File: config.mk
export PLATFORM = sky130hd
export DESIGN_NAME = pla_engine_flat
export DESIGN_NICKNAME = d
export VERILOG_FILES = /design/src/rtl/pla_pkg.sv /design/src/rtl/pla_engine_if.sv /design/src/rtl/pla_and_plane.sv /design/src/rtl/pla_engine.sv /design/src/flat_wrapper.sv
export SDC_FILE = /design/constraint.sdc
export NUM_CORES = 2
export LEC_CHECK = 0
export CAP_MARGIN = 20
export CORE_MARGIN = 2
export CORE_UTILIZATION = 56
export CTS_CLUSTER_DIAMETER = 60
export DETAILED_ROUTE_END_ITERATION = 10
export PLACE_DENSITY_LB_ADDON = 0.15
export SKIP_LAST_GASP = 1
export SLEW_MARGIN = 20
export SYNTH_ARGS = -nofsm -noshare
export SYNTH_HDL_FRONTEND = slang
export SYNTH_SLANG_ARGS = --single-unit
export TNS_END_PERCENT = 10
File: constraint.sdc
create_clock -name clk -period 2.1 [get_ports clk]
set_clock_uncertainty 0.05 [all_clocks]
set_input_delay 0.315 -clock clk [delete_from_list [all_inputs] [get_ports clk]]
set_output_delay 0.315 -clock clk [all_outputs]
set_load 0.03 [all_outputs]
File: src/rtl/pla_pkg.sv
// Shared types and default sizes for the programmable PLA engine.
package pla_pkg;
    localparam int DEF_N_IN    = 8;
    localparam int DEF_N_OUT   = 63;
    localparam int DEF_N_TERMS = 32;

    typedef enum logic [1:0] {
        CFG_WRITE = 2'd0,
        CFG_CLEAR = 2'd1,
        CFG_PHASE = 2'd2
    } cfg_op_e;

    // Term record at the default sizes; the engine re-declares it with its own parameters.
    typedef struct packed {
        logic [DEF_N_IN-1:0]  care;
        logic [DEF_N_IN-1:0]  val;
        logic [DEF_N_OUT-1:0] or_row;
        logic                 en;
    } term_t;
endpackage

File: src/rtl/pla_engine_if.sv
// Configuration, input-vector and result handshakes of the PLA engine.
interface pla_engine_if
    import pla_pkg::*;
#(
    parameter int N_IN    = DEF_N_IN,
    parameter int N_OUT   = DEF_N_OUT,
    parameter int N_TERMS = DEF_N_TERMS
);
    localparam int TW = $clog2(N_TERMS);

    logic             cfg_valid;
    logic             cfg_ready;
    cfg_op_e          cfg_op;
    logic [TW-1:0]    cfg_term;
    logic [N_IN-1:0]  cfg_care;
    logic [N_IN-1:0]  cfg_val;
    logic [N_OUT-1:0] cfg_or;
    logic             cfg_err;
    logic             in_valid;
    logic             in_ready;
    logic [N_IN-1:0]  in_data;
    logic             out_valid;
    logic             out_ready;
    logic [N_OUT-1:0] out_data;

    modport master (
        output cfg_valid, cfg_op, cfg_term, cfg_care, cfg_val, cfg_or,
        output in_valid, in_data, out_ready,
        input  cfg_ready, cfg_err, in_ready, out_valid, out_data
    );

    modport slave (
        input  cfg_valid, cfg_op, cfg_term, cfg_care, cfg_val, cfg_or,
        input  in_valid, in_data, out_ready,
        output cfg_ready, cfg_err, in_ready, out_valid, out_data
    );
endinterface

File: src/rtl/pla_and_plane.sv
// Combinational AND plane: one hit bit per enabled cube that covers the input vector.
module pla_and_plane
    import pla_pkg::*;
#(
    parameter int N_IN    = DEF_N_IN,
    parameter int N_TERMS = DEF_N_TERMS
) (
    input  logic [N_IN-1:0]               in_data,
    input  logic [N_TERMS-1:0][N_IN-1:0]  care,
    input  logic [N_TERMS-1:0][N_IN-1:0]  val,
    input  logic [N_TERMS-1:0]            en,
    output logic [N_TERMS-1:0]            hit
);
    for (genvar gi = 0; gi < N_TERMS; gi++) begin : g_cube
        // A literal is satisfied when it is absent or the input bit equals its polarity.
        assign hit[gi] = en[gi] && (&(~(in_data ^ val[gi]) | ~care[gi]));
    end
endmodule

File: src/rtl/pla_engine.sv
// Run-time programmable two-level PLA: flop-based term table, drain-before-config FSM,
// and a two-stage valid/ready pipeline (hit vector, then phased OR plane).
module pla_engine
    import pla_pkg::*;
#(
    parameter int N_IN    = DEF_N_IN,
    parameter int N_OUT   = DEF_N_OUT,
    parameter int N_TERMS = DEF_N_TERMS
) (
    input  logic        clk,
    input  logic        rst_n,
    pla_engine_if.slave bus
);
    localparam int TW = $clog2(N_TERMS);
    localparam logic [TW:0] TERM_LIMIT = (TW+1)'(N_TERMS);

    typedef enum logic [1:0] {ST_RUN, ST_DRAIN, ST_CFG} state_e;

    typedef struct packed {
        logic [N_IN-1:0]  care;
        logic [N_IN-1:0]  val;
        logic [N_OUT-1:0] or_row;
        logic             en;
    } term_rec_t;

    state_e state_reg, state_next;
    logic [N_OUT-1:0]   phase_reg;
    logic               cfg_err_reg;
    logic               s1_valid_reg;
    logic [N_TERMS-1:0] s1_hit_reg;
    logic               s2_valid_reg;
    logic [N_OUT-1:0]   s2_data_reg;

    logic [N_TERMS-1:0][N_IN-1:0]  care_flat;
    logic [N_TERMS-1:0][N_IN-1:0]  val_flat;
    logic [N_TERMS-1:0][N_OUT-1:0] or_flat;
    logic [N_TERMS-1:0]            en_flat;
    logic [N_TERMS-1:0]            hit_next;
    logic [N_OUT-1:0]              or_next;
    logic s2_free, s1_free, in_fire, cfg_fire, cfg_bad;

    assign s2_free  = !s2_valid_reg || bus.out_ready;
    assign s1_free  = !s1_valid_reg || s2_free;
    assign in_fire  = bus.in_valid && bus.in_ready;
    assign cfg_fire = bus.cfg_valid && bus.cfg_ready;
    assign cfg_bad  = (bus.cfg_op == CFG_WRITE) && ({1'b0, bus.cfg_term} >= TERM_LIMIT);

    // A pending configuration closes the input door immediately so the table never
    // changes under a vector that has already been accepted.
    assign bus.in_ready  = (state_reg == ST_RUN) && !bus.cfg_valid && s1_free;
    assign bus.out_valid = s2_valid_reg;
    assign bus.out_data  = s2_data_reg;
    assign bus.cfg_err   = cfg_err_reg;

    always_comb begin
        state_next    = state_reg;
        bus.cfg_ready = 1'b0;
        unique case (state_reg)
            ST_RUN: begin
                if (bus.cfg_valid) state_next = ST_DRAIN;
            end
            ST_DRAIN: begin
                if (!bus.cfg_valid)                     state_next = ST_RUN;
                else if (!s1_valid_reg && !s2_valid_reg) state_next = ST_CFG;
            end
            ST_CFG: begin
                bus.cfg_ready = 1'b1;
                state_next    = ST_RUN;
            end
            default: state_next = ST_RUN;
        endcase
    end

    always_ff @(posedge clk or negedge rst_n) begin
        if (!rst_n) begin
            state_reg   <= ST_RUN;
            phase_reg   <= '0;
            cfg_err_reg <= 1'b0;
        end else begin
            state_reg   <= state_next;
            cfg_err_reg <= cfg_fire && cfg_bad;
            if (cfg_fire && bus.cfg_op == CFG_PHASE) phase_reg <= bus.cfg_or;
        end
    end

    for (genvar gi = 0; gi < N_TERMS; gi++) begin : g_term
        term_rec_t term_reg;

        always_ff @(posedge clk or negedge rst_n) begin
            if (!rst_n) begin
                term_reg <= '0;
            end else if (cfg_fire) begin
                if (bus.cfg_op == CFG_CLEAR) begin
                    term_reg.en <= 1'b0;
                end else if (bus.cfg_op == CFG_WRITE && bus.cfg_term == TW'(gi)) begin
                    term_reg.care   <= bus.cfg_care;
                    term_reg.val    <= bus.cfg_val;
                    term_reg.or_row <= bus.cfg_or;
                    term_reg.en     <= 1'b1;
                end
            end
        end

        assign care_flat[gi] = term_reg.care;
        assign val_flat[gi]  = term_reg.val;
        assign or_flat[gi]   = term_reg.or_row;
        assign en_flat[gi]   = term_reg.en;
    end

    pla_and_plane #(
        .N_IN    (N_IN),
        .N_TERMS (N_TERMS)
    ) u_and_plane (
        .in_data (bus.in_data),
        .care    (care_flat),
        .val     (val_flat),
        .en      (en_flat),
        .hit     (hit_next)
    );

    always_comb begin
        or_next = '0;
        for (int t = 0; t < N_TERMS; t++) begin
            if (s1_hit_reg[t]) or_next = or_next | or_flat[t];
        end
    end

    always_ff @(posedge clk or negedge rst_n) begin
        if (!rst_n) begin
            s1_valid_reg <= 1'b0;
            s1_hit_reg   <= '0;
            s2_valid_reg <= 1'b0;
            s2_data_reg  <= '0;
        end else begin
            if (s1_free) begin
                s1_valid_reg <= in_fire;
                if (in_fire) s1_hit_reg <= hit_next;
            end
            if (s2_free) begin
                s2_valid_reg <= s1_valid_reg;
                if (s1_valid_reg) s2_data_reg <= or_next ^ phase_reg;
            end
        end
    end
endmodule

File: src/flat_wrapper.sv
// flat-port wrapper written by rule: the top's interface ports become plain ports
module pla_engine_flat import pla_pkg::*;
#(
    parameter int N_IN    = DEF_N_IN,
    parameter int N_OUT   = DEF_N_OUT,
    parameter int N_TERMS = DEF_N_TERMS
)
  (clk, rst_n, bus_cfg_valid, bus_cfg_op, bus_cfg_term, bus_cfg_care, bus_cfg_val, bus_cfg_or, bus_in_valid, bus_in_data, bus_out_ready, bus_cfg_ready, bus_cfg_err, bus_in_ready, bus_out_valid, bus_out_data);
  pla_engine_if #(.N_IN(N_IN), .N_OUT(N_OUT), .N_TERMS(N_TERMS)) bus_i ();
  input  logic clk;
  input  logic rst_n;
  input wire logic [$bits(bus_i.cfg_valid)-1:0] bus_cfg_valid;
  input wire logic [$bits(bus_i.cfg_op)-1:0] bus_cfg_op;
  input wire logic [$bits(bus_i.cfg_term)-1:0] bus_cfg_term;
  input wire logic [$bits(bus_i.cfg_care)-1:0] bus_cfg_care;
  input wire logic [$bits(bus_i.cfg_val)-1:0] bus_cfg_val;
  input wire logic [$bits(bus_i.cfg_or)-1:0] bus_cfg_or;
  input wire logic [$bits(bus_i.in_valid)-1:0] bus_in_valid;
  input wire logic [$bits(bus_i.in_data)-1:0] bus_in_data;
  input wire logic [$bits(bus_i.out_ready)-1:0] bus_out_ready;
  output wire logic [$bits(bus_i.cfg_ready)-1:0] bus_cfg_ready;
  output wire logic [$bits(bus_i.cfg_err)-1:0] bus_cfg_err;
  output wire logic [$bits(bus_i.in_ready)-1:0] bus_in_ready;
  output wire logic [$bits(bus_i.out_valid)-1:0] bus_out_valid;
  output wire logic [$bits(bus_i.out_data)-1:0] bus_out_data;
  assign bus_i.cfg_valid = bus_cfg_valid;
  assign bus_i.cfg_op = bus_cfg_op;
  assign bus_i.cfg_term = bus_cfg_term;
  assign bus_i.cfg_care = bus_cfg_care;
  assign bus_i.cfg_val = bus_cfg_val;
  assign bus_i.cfg_or = bus_cfg_or;
  assign bus_i.in_valid = bus_in_valid;
  assign bus_i.in_data = bus_in_data;
  assign bus_i.out_ready = bus_out_ready;
  assign bus_cfg_ready = bus_i.cfg_ready;
  assign bus_cfg_err = bus_i.cfg_err;
  assign bus_in_ready = bus_i.in_ready;
  assign bus_out_valid = bus_i.out_valid;
  assign bus_out_data = bus_i.out_data;
  pla_engine #(.N_IN(N_IN), .N_OUT(N_OUT), .N_TERMS(N_TERMS)) u_core (.clk(clk), .rst_n(rst_n), .bus(bus_i));
endmodule
==> summary.txt <==
Status
  – Outcome: finished, violations left
  – Failing checks: negative setup slack

Setup path
  – CP Launch Type: flop
  – CP arrival: 3.44 ns
  – Worst EP required: 2.88 ns
  – CP max FO: 9
  – Crit path capture type: flop
  – Kind of critical path: reg2reg

Die
  – Die area: 0.210 mm^2
  – Initial Util: 56.4%
  – Die height: 458 um
  – I/O Pins: 166
  – Num rows: between 150 and 200
  – Horiz. Die Dim: 458 um
  – CORE AREA: 0.205 mm^2

Synth
  – Synth Instances: 8214
  – Distinct cell type count after synthesis: 34
  – Syn avg cell area: 14.1 um^2
  – Yosys reg bits: 2722
  – Most frequently used flop master after synthesis: dfrtp_1
  – Sequential area share after synthesis: 59.0%
  – Synth warn: 0
  – Ys async rst share: 100%
  – Post-Syn Nets: 8313
  – Post-synth EDFFs: 0
  – Post-Syn Area: 0.115 mm^2

Place
  – GP Congestion: 0.849
  – DPL Wire Length: 213 mm
  – Place WS: -0.862 ns
  – Post-DP Area: 0.126 mm^2
  – Port Buffers: 164

Clock tree
  – Num CTS Buffers: slightly below 300
  – Clock buffer depth: 4
  – TritonCTS sink count: 2722
  – H-tree depth: 5
  – Clock transition at the registers of the reported paths: ~0.06 ns
  – Worst-skew pair later-pin latency: 0.94 ns
  – Clock Tree Root: clkbuf_16
  – CTS tree: built

Final layout
  – Leading cell type in the layout, fill and taps excluded: dfrtp_1
  – Max FFs per register: 2272
  – Multi-input gate area: approximately 0.046 mm^2
  – Area grow syn2layout: 22.4%
  – Commonest non-fill, non-tap cells in the layout: dfrtp_1, mux2_2, a22oi_1, buf_4, clkbuf_16
  – Post-Layout Inst Area: ~0.14 mm^2
  – Filler cell count: approximately 14000
  – Layout cells sized above 1: 45.2%
  – FF/Latch Area: 0.0682 mm^2
  – Nets: between 8000 and 9000

Timing
  – RSZ-0062 raised after global routing: yes
  – Fmax achieved: 376 MHz
  – Tightest Pin Transition: roughly 0.98 ns
  – Setup_tns: -887.94 ns
  – Final hold violations: 0
  – Final setup margin: -0.556 ns
  – Final setup violation count: 2681
  – Relative slew slack: roughly 34%
  – Tcrit/Tclk final: 126%
  – Final Slew Violations: 0
  – Tmin final: 2.66 ns

Detailed routing
  – First-pass DRT Iterations: 6
  – Final WL: 376 mm
  – Initial DRC count: 8390
  – DRC errors left: 0
  – Routed WL per cell: 32.1 um
  – Vias per Instance: 6.62
  – Antenna Nets Post-Route: 0
  – Vias: about 77000

Power and ir drop
  – Sw Share: 24.6%
  – Net switching power: 28900 uW
  – Int Pwr: 88700 uW
  – Maximum VDD drop: 1.04 mV
  – Clock network fraction of design power: 44.2%
  – Lkg Pwr: 0.0696 uW
  – Power, Total: 118000 uW
  – Reg power frac: 46.7%
  – Combinational Power Share: under 10%
  – PwrDens: 832 mW/mm^2

GRT
  – Number of global-route vias before repair: slightly below 80000
  – Antenna violations before repair: 10
  – First-pass GRT wire length: about 530 mm
  – Total GRT Usage: 33.8%
  – Overflow after GRT: 0
  – Largest net degree at the start of global routing: about 120

Min path
  – Worst Hold Class: in2reg

Flow run
  – Max-cap violations: 0
==> Yosys cell counts, types with 14 or more instances <==
cell / instances / area [um^2]
nand4_1: 284 / 1780
nor4_1: 63 / 394
dfrtp_1: 2722 / 68100
buf_1: 140 / 526
a221oi_1: 27 / 236
o21ai_0: 95 / 475
clkbuf_1: 484 / 1820
nor2_1: 14 / 52.6
a22o_1: 27 / 236
buf_2: 163 / 816
mux2_1: 14 / 158
a22oi_1: 1018 / 7640
xor2_1: 319 / 2790
a222oi_1: 32 / 320
nand2_1: 177 / 664
mux2_2: 2577 / 29000
==> final timing paths <==
path / depth (start not counted) / end / slack [ns] / start
worst max register to register: 9 / u_core.g_term[27].term_reg[23] / -0.56 / u_core.state_reg[0]
worst min register to register: 2 / u_core.en_flat[15] / 0.43 / u_core.en_flat[15]
worst min-delay path: 6 / u_core.s1_hit_reg[19] / 0.09 / bus_in_data[7]
worst max-delay path: 9 / u_core.g_term[27].term_reg[23] / -0.56 / u_core.state_reg[0]
max in group asynchronous: 4 / u_core.g_term[4].term_reg[3] / 1.02 / rst_n
min in group asynchronous: 3 / u_core.g_term[10].term_reg[19] / 0.10 / rst_n
==> metrics by stage <==
step	util, %	hold WS (ns)	cells
final	69.0	0.0908	11700
after global routing	69.0	0.106	11700
after CTS	67.5	0.0356	11600
after detailed placement	61.6	0.151	11000
after global placement	61.6	0.152	11000
after floorplan	-	-0.0306	8214
==> kinds of logic after synthesis <==
family          synth area share, %
xor+xnor                       2.42
simple gates                   2.68
mux                            25.3
compound gates                 7.86
other cells                 0.00325
flops                          59.0
buf+inv                        2.76
==> worst max-delay path, stage by stage (launching register included) <==
cell and delay, ns:
dfrtp_1 0.40, nand4bb_4 0.22, nor3b_4 0.30, buf_6 0.16, nand3b_1 0.12, buf_6 0.18
nor2_4 0.14, buf_12 0.27, bufbuf_16 0.33, mux2_2 0.35
==> power by group through the flow <==
stage | clock network (uW) | logic, uW | registers [uW]
after floorplan | 0 | 3240 | 56500
after global routing | 54600 | 11200 | 55100
final | 52000 | 10600 | 55000
after detailed placement | 0 | 9890 | 55900
after CTS | 52400 | 10100 | 54900
after global placement | 0 | 9730 | 55800
==> layer usage <==
| metal | routed length (um) | part of all wire [%] | global-route usage, % |
|---|---|---|---|
| met4 | 19000 | 5.1 | 15.5 |
| met3 | 32000 | 8.5 | 5.78 |
| met1 | 153000 | 41 | 46.9 |
| met5 | 27 | 0.0072 | 0 |
| met2 | 172000 | 46 | 52.4 |
==> cell type report <==
cell class	count	area share, %
Multi-Input combinational cell	4699	32.4
Clock inverter	66	0.632
Clock buffer	430	6.12
Inverter	5	0.0133
Antenna cell	7	0.0124
Timing Repair Buffer	1078	10.2
Tap cell	2688	2.38
Sequential cell	2722	48.3
==> what timing repair did <==
item / 4_1_cts / 5_1_grt
endpoints found under the setup margin: 2687 / 2683
hold endpoints to repair: 2484 / 0
buffers inserted: 69 / 73
cloned: 37 / 43
hold buffers: 4 / 0
resized for setup: 192 / 302
pin swaps: 15 / 40
(Power assumes the default switching activity.)
